$ cat config.mk
export PLATFORM = sky130hd
export DESIGN_NAME = scale_param_gen_multi
export DESIGN_NICKNAME = d
export VERILOG_FILES = /design/src/rtl/scale_param_gen_multi.sv
export SDC_FILE = /design/constraint.sdc
export NUM_CORES = 1
export LEC_CHECK = 0
export BUFFER_PORTS_ARGS = -buffer_cell sky130_fd_sc_hd__buf_2
export CAP_MARGIN = 5
export CORE_UTILIZATION = 44
export DETAILED_ROUTE_END_ITERATION = 8
export SLEW_MARGIN = 10
export SYNTH_ARGS = -nofsm -noshare
export SYNTH_HDL_FRONTEND = slang
export SYNTH_SLANG_ARGS = --single-unit
$ cat constraint.sdc
create_clock -name clk -period 8.9 [get_ports clk]
set_clock_uncertainty 0.15 [all_clocks]
set_input_delay 0.89 -clock clk [delete_from_list [all_inputs] [get_ports clk]]
set_output_delay 0.89 -clock clk [all_outputs]
set_load 0.005 [all_outputs]
$ cat src/rtl/scale_param_gen_multi.sv
`default_nettype none
// +--------------------------------------------------------------------------+
// | scale_param_gen_multi: per-scale inverse/size/window record generator     |
// | Revision: 1.0                                                             |
// +--------------------------------------------------------------------------+
module scale_param_gen_multi #(
  parameter int  DIM_W      = 10,
  parameter int  FRAC       = 8,
  parameter int  INT_W      = 4,
  parameter int  MAX_SCALES = 16,
  localparam int SW         = INT_W + FRAC,
  localparam int IDX_W      = (MAX_SCALES > 1) ? $clog2(MAX_SCALES) : 1
) (
  input  logic              clk,
  input  logic              reset,
  input  logic              start,
  input  logic              mode,
  input  logic [DIM_W-1:0]  img_w,
  input  logic [DIM_W-1:0]  img_h,
  input  logic [DIM_W-1:0]  base_win,
  input  logic [SW-1:0]     step,
  output logic              busy,
  output logic              out_valid,
  input  logic              out_ready,
  output logic [IDX_W-1:0]  out_idx,
  output logic [SW-1:0]     out_scale,
  output logic [FRAC:0]     out_inv,
  output logic [DIM_W-1:0]  out_w,
  output logic [DIM_W-1:0]  out_h,
  output logic [DIM_W-1:0]  out_win,
  output logic              done
);

  localparam int CNT_W    = $clog2(2 * FRAC + 1);
  localparam int DIV_LAST = 2 * FRAC;
  localparam int MW       = DIM_W + SW;
  localparam int NW       = 2 * SW;

  localparam logic [2:0] S_IDLE = 3'd0;
  localparam logic [2:0] S_INIT = 3'd1;
  localparam logic [2:0] S_DIV  = 3'd2;
  localparam logic [2:0] S_CALC = 3'd3;
  localparam logic [2:0] S_EMIT = 3'd4;
  localparam logic [2:0] S_NEXT = 3'd5;
  localparam logic [2:0] S_DONE = 3'd6;

  logic [2:0]       state_q, state_d;
  logic             mode_q, mode_d;
  logic [DIM_W-1:0] img_w_q, img_w_d, img_h_q, img_h_d, base_win_q, base_win_d;
  logic [SW-1:0]    step_q, step_d, s_q, s_d, rem_q, rem_d;
  logic [IDX_W-1:0] idx_q, idx_d;
  logic [FRAC:0]    quo_q, quo_d;
  logic [CNT_W-1:0] cnt_q, cnt_d;
  logic             busy_q, busy_d, out_valid_q, out_valid_d, done_q, done_d;
  logic [IDX_W-1:0] out_idx_q, out_idx_d;
  logic [SW-1:0]    out_scale_q, out_scale_d;
  logic [FRAC:0]    out_inv_q, out_inv_d;
  logic [DIM_W-1:0] out_w_q, out_w_d, out_h_q, out_h_d, out_win_q, out_win_d;

  logic [SW:0]      rem_sh;
  logic             rem_ge;
  logic [MW-1:0]    w_full, h_full, win_full;
  logic [NW-1:0]    s_next;
  logic             stop;

  always_comb begin
    // The dividend 2^(2*FRAC) contributes a single 1 bit on the first iteration.
    rem_sh   = {rem_q, (cnt_q == '0)};
    rem_ge   = (rem_sh >= {1'b0, s_q});
    w_full   = (MW'(img_w_q) * MW'(quo_q)) >> FRAC;
    h_full   = (MW'(img_h_q) * MW'(quo_q)) >> FRAC;
    win_full = (MW'(base_win_q) * MW'(s_q)) >> FRAC;
    s_next   = mode_q ? (NW'(s_q) + NW'(step_q))
                      : ((NW'(s_q) * NW'(step_q)) >> FRAC);
    stop     = (int'(idx_q) + 1 == MAX_SCALES) ||
               (s_next >= (NW'(1) << SW)) ||
               (s_next <= NW'(s_q));
  end

  always_comb begin
    state_d     = state_q;
    mode_d      = mode_q;
    img_w_d     = img_w_q;
    img_h_d     = img_h_q;
    base_win_d  = base_win_q;
    step_d      = step_q;
    s_d         = s_q;
    idx_d       = idx_q;
    rem_d       = rem_q;
    quo_d       = quo_q;
    cnt_d       = cnt_q;
    out_idx_d   = out_idx_q;
    out_scale_d = out_scale_q;
    out_inv_d   = out_inv_q;
    out_w_d     = out_w_q;
    out_h_d     = out_h_q;
    out_win_d   = out_win_q;
    case (state_q)
      S_IDLE: begin
        if (start) begin
          mode_d     = mode;
          img_w_d    = img_w;
          img_h_d    = img_h;
          base_win_d = base_win;
          step_d     = step;
          s_d        = SW'(1) << FRAC;
          idx_d      = '0;
          state_d    = S_INIT;
        end
      end
      S_INIT: begin
        rem_d   = '0;
        quo_d   = '0;
        cnt_d   = '0;
        state_d = S_DIV;
      end
      S_DIV: begin
        rem_d = rem_ge ? SW'(rem_sh - {1'b0, s_q}) : SW'(rem_sh);
        quo_d = {quo_q[FRAC-1:0], rem_ge};
        cnt_d = cnt_q + 1'b1;
        if (cnt_q == CNT_W'(DIV_LAST)) state_d = S_CALC;
      end
      S_CALC: begin
        if ((win_full > w_full) || (win_full > h_full)) begin
          state_d = S_DONE;
        end else begin
          out_idx_d   = idx_q;
          out_scale_d = s_q;
          out_inv_d   = quo_q;
          out_w_d     = DIM_W'(w_full);
          out_h_d     = DIM_W'(h_full);
          out_win_d   = DIM_W'(win_full);
          state_d     = S_EMIT;
        end
      end
      S_EMIT: begin
        if (out_ready) state_d = S_NEXT;
      end
      S_NEXT: begin
        if (stop) begin
          state_d = S_DONE;
        end else begin
          s_d     = SW'(s_next);
          idx_d   = idx_q + 1'b1;
          state_d = S_INIT;
        end
      end
      S_DONE:  state_d = S_IDLE;
      default: state_d = S_IDLE;
    endcase
    busy_d      = (state_d != S_IDLE) && (state_d != S_DONE);
    out_valid_d = (state_d == S_EMIT);
    done_d      = (state_d == S_DONE);
  end

  always_ff @(posedge clk) begin
    if (reset) begin
      state_q     <= S_IDLE;
      mode_q      <= 1'b0;
      img_w_q     <= '0;
      img_h_q     <= '0;
      base_win_q  <= '0;
      step_q      <= '0;
      s_q         <= '0;
      idx_q       <= '0;
      rem_q       <= '0;
      quo_q       <= '0;
      cnt_q       <= '0;
      busy_q      <= 1'b0;
      out_valid_q <= 1'b0;
      done_q      <= 1'b0;
      out_idx_q   <= '0;
      out_scale_q <= '0;
      out_inv_q   <= '0;
      out_w_q     <= '0;
      out_h_q     <= '0;
      out_win_q   <= '0;
    end else begin
      state_q     <= state_d;
      mode_q      <= mode_d;
      img_w_q     <= img_w_d;
      img_h_q     <= img_h_d;
      base_win_q  <= base_win_d;
      step_q      <= step_d;
      s_q         <= s_d;
      idx_q       <= idx_d;
      rem_q       <= rem_d;
      quo_q       <= quo_d;
      cnt_q       <= cnt_d;
      busy_q      <= busy_d;
      out_valid_q <= out_valid_d;
      done_q      <= done_d;
      out_idx_q   <= out_idx_d;
      out_scale_q <= out_scale_d;
      out_inv_q   <= out_inv_d;
      out_w_q     <= out_w_d;
      out_h_q     <= out_h_d;
      out_win_q   <= out_win_d;
    end
  end

  assign busy      = busy_q;
  assign out_valid = out_valid_q;
  assign done      = done_q;
  assign out_idx   = out_idx_q;
  assign out_scale = out_scale_q;
  assign out_inv   = out_inv_q;
  assign out_w     = out_w_q;
  assign out_h     = out_h_q;
  assign out_win   = out_win_q;

endmodule
`default_nettype wire

After elaboration in Yosys (flattened, before gate mapping). Cells that the tools add are included. Widths: inputs -> output; s select.

Register bits: 146. Output and inout port bits: 58. Word-level logic and storage cells: 76.

Add/sub/neg operators: 5. Multiply operators: 4. Order comparisons: 5. Equal/unequal tests: 12. Muxes and demuxes: 17. Bitwise logic cells: 1. Reductions and logical operators: 12.

Operators by type and width (count): $pmux 12 s2 (2); $mul 10x9->19 (2); $mux 12 (3); $gt 14x11->1 (2); $mul 12x12->24 (1); $mul 10x12->22 (1); $pmux 3 s6 (1); $pmux 9 s2 (1); $ge 16x13->1 const B (1); $le 16x12->1 (1); $mux 16 (1); $add 12x12->13 (1); $ge 13x12->1 (1); $eq 3x3->1 const B (4); $mux 3 (4); $sub 12x12->12 (1); $eq 5x5->1 const B (2); $pmux 5 s2 (1); $mux 4 (2); $pmux 4 s2 (1); $eq 3x2->1 const B (2); $add 4x1->5 const B (1); $add 5x1->5 const B (1); $logic_not 5->1 (1); 13 further kinds (18).

Depth between registers and ports, before layout.
Depth in word-level cells: 9. Mapped depth: 34.

Worst setup path after synthesis. OpenSTA, ideal clock, no wires.

Path type: register -> register. From: reg s_q[7]. To: reg out_h_q[5] (netlist: out_h[5]). Library setup time: 132 ps. Arrival time: 6959 ps. Required time: 8618 ps. Setup slack: 1659 ps. Cell stages (with the launch flop): 31. Period minus slack after synthesis: 7241 ps. Cell sequence: dfxtp_1 > clkbuf_1 > nand2_1 > fa_1 > inv_1 > fa_1 > inv_1 > fa_1 > inv_1 > fa_1 > inv_1 > fa_1 > inv_1 > ha_1 > and3_1 > a211oi_2 > nor2b_1 > nand3_1 > nand2_1 > xnor2_1 > ha_1 > a2111oi_0 > a21oi_1 > o311a_1 > nor3_1 > o2111ai_2 > or2_1 > buf_2 > buf_4 > nand2_1 > a21oi_1.

Word-level cells in the longest chain between the ends: 5. Elaborated cells on any way between the ends: 6.

Ends and longest elaborated chain: from (decl) (line 50) `logic [SW-1:0] step_q, step_d, s_q, s_d, rem_q, rem_d;`; from (signal assigned) (line 164) `s_q <= '0;`; from (signal assigned) (line 185) `s_q <= s_d;`; $mul 10x12->22 * (line 72) `win_full = (MW'(base_win_q) * MW'(s_q)) >> FRAC;`; net win_full[4] (line 62) `logic [MW-1:0] w_full, h_full, win_full;`; $gt 14x11->1 (line 124) `if ((win_full > w_full) || (win_full > h_full)) begin`; $logic_or 1x1->1 * (line 124); $not 1->1 (no line) *; $reduce_and 2->1 (no line) *; to (signal assigned) (line 197) `out_h_q <= out_h_d;`; to (decl) (line 58) `logic [DIM_W-1:0] out_w_q, out_w_d, out_h_q, out_h_d, out_win_q, out_win_d;`.

Mark *: on every way through the listed nets, which the timed path passes. The rest lies on a longest branch. A chain may end at the register's enable or synchronous reset.

Worst setup path after layout.
From: reg s_q[6]. To: reg out_w_q[9] (netlist: out_w[9]).

Word-level cells in the longest chain between the ends: 5. Elaborated cells on any way between the ends: 6.

Ends and longest elaborated chain: $mul 10x12->22 * (line 72); net win_full[4] (line 62); $gt 14x11->1 (line 124); $logic_or 1x1->1 * (line 124); $not 1->1 (no line) *; $reduce_and 2->1 (no line) *; to (signal assigned) (line 196) `out_w_q <= out_w_d;`; to (decl) (line 58).

Marks and branches as above.

==> qor.csv <==
metric,value,unit
Crit path required time,9080,ps
die height,220,um
crit share post-route,90.9,%
# setup viols final,0,
library cells used by synthesis,74,
drt via density,5.28,
post-synth net total,3053,
yosys warns,0,
Slew @ Worst Pin,1130,ps
DR vias,16500,
"delay-heaviest family, CP",adder cells,
endpoint class of the critical path,flop,
Layout Nets,3081,
fin area,22600,um^2
top_reg_cell synth,dfxtp_1,
Core ar.,46700,um^2
Rows,79,
TritonCTS buffer count,17,
number of flops mapped to enable cells by yosys,0,
# fillers,4440,
Slowest cell on crit path,or2_2,
failing checks,design-rule violations,
Sink Count,146,
"Reg clk slew, reported paths",70,ps
Post-DP HPWL,41.8,mm
Initial Util,44.8,%
max incr delay on CP,730,ps
Initial DRT Pass Iterations,8,
gp weighted congestion,0.880,
Setup Buffers After CTS,0,
WL/cell,17.2,um
Hold Crit Class,flop to flop,
Setup crit start kind,flop,
clock root buffer,clkbuf_16,
DP Area,22000,um^2
final hold viol count,0,
GR Util All Layers,23.6,%
Ports,105,
crit-path max FO,57,
register area,2920,um^2
WL final,53.7,mm
"most common cell after layout, fill and taps aside",nand2_1,
die area,48400,um^2
setup TNS,0,ps
fmax,124,MHz
RSZ-0062 raised after global routing,false,
DR iter-0 viols,862,
status,"complete, but fails checks",
maximum capacitance violations,0,
Final ANT Viol Nets,0,
Rel. slew slack,24.8,%
GRT Residual Overflow,0,
Power Density,80.2,nW/um^2
Mapped Cells,2472,
Leakage Power,11.6,nW
DRC viols,16,
port bufs,104,
most frequent cells in the layout,"nand2_1, inv_1, fa_1, ha_1, and2_1",
Resized Gates After CTS,0,
Mean Syn Cell Area,8.45,um^2
count of pins over their slew limit,0,
"flops & latches, synth",146,
"FFs w/ async S/R, synth",0,%
vias in the first global route,17300,
min cycle time layout,8090,ps
maximum VDD drop,151,uV
initial antenna violation count,2,
post-synthesis sequential area ratio,14.0,%
Post-Synthesis Cell Area,20900,um^2
ant diodes,0,
multi-input logic area,16000,um^2
final hold slack,302,ps
Post-CTS Hold Buffers,0,
Clock Latency Late Sink,480,ps
H-tree depth,4,
CP bufs+invs,5,
Area Overhead vs Synth,8.02,%
Worst EP arrival,8270,ps
largest net degree at the start of global routing,76,
layout cells sized above 1,8.87,%
global-route wire length before repair,88.8,mm
CTS tree,built,
worst-case clock buffer depth,2,
Die W,220,um
critical path class,flop to flop,
[flip-flops by register name, indices dropped and copies added (netlist names)]
signal      count
out_w          10
img_h_q        10
idx_q           4
rem_q          12
mode_q          1
out_win        10
out_idx         4
quo_q           9
img_w_q        10
base_win_q     10
out_h          10
done            1
busy            1
cnt_q           5
step_q         12
s_q            12
out_inv         9
state_q         3
out_valid       1
out_scale      12
[Yosys cell counts (all sizes together) (10+ instances only)]
master	instances	area, um^2
buf	24	135
xor2	24	210
nor2b	18	113
dfxtp	146	2920
nand3	24	125
nand2	432	1620
nor2	76	285
ha	244	3050
nand4	11	68.8
nor3	16	90.1
or3	18	113
a21o	28	210
o21ai	45	240
a211oi	10	85.1
and3	12	80.1
fa	290	5810
mux2i	20	200
a22oi	10	75.1
xnor2	46	403
nand2b	12	75.1
and2	222	1390
a21oi	158	817
clkbuf	111	417
inv	378	1420
[routing by layer]
layer  track usage, %  routed length [um]  up-vias
met4             8.76                1530        0
met1             30.4               24200     8230
met5                0                   0        -
met2             40.0               25700      335
met3             3.57                2350       75
li1                 -                   -     7831
[stage by stage]
| stage | total power [W] | util [%] | worst slack [ps] | std cells |
|---|---|---|---|---|
| 2_1_floorplan | 0.000943 | - | 1660 | 2472 |
| 3_3_place_gp | 0.00105 | 47.1 | 925 | 3088 |
| 4_1_cts | 0.00183 | 48.4 | 753 | 3120 |
| 5_1_grt | 0.00189 | 48.4 | 299 | 3120 |
| 3_5_place_dp | 0.00105 | 47.1 | 787 | 3088 |
| 6_report | 0.00181 | 48.4 | 809 | 3120 |
[path summary, 6_finish.rpt]
check / startpoint / to / slack [ps] / depth (start not counted)
max: s_q[6] / out_w[9] / 810 / 27
min: out_h[2] / out_h[2] / 300 / 2
max reg2reg: s_q[6] / out_w[9] / 810 / 27
min reg2reg: out_h[2] / out_h[2] / 300 / 2
[area by class of cell]
cell class	count	share of cell area [%]
Multi-Input combinational cell	1813	71.0
Sequential cell	146	12.9
Inverter	378	6.28
Timing Repair Buffer	144	3.70
Tap cell	607	3.36
Clock buffer	17	1.88
Clock inverter	15	0.859
[report_power, final]
group	internal (W)	total, W	switching [W]
clock	0.000403	0.000774	0.000370
sequential	0.000675	0.000738	0.0000633
combinational	0.000113	0.000300	0.000187
[worst register-to-register path, delay by kind of cell (launching register included)]
kind / cells / cell delay, ps
flops: 1 / 680
xor+xnor: 1 / 350
simple gates: 8 / 1840
compound gates: 6 / 1520
buf+inv: 5 / 240
fa+ha+maj: 7 / 3140
[kinds of logic after synthesis]
logic type / Yosys count / synth area share, %
xor gates and xnor gates: 70 / 2.93
buffers and inverters: 513 / 9.43
muxes: 26 / 1.28
AOI/OAI and AO/OA: 323 / 10.3
and+or+nand+nor: 860 / 19.6
DFF: 146 / 14.0
adders and majority gates: 534 / 42.4
(Power assumes the default switching activity.)
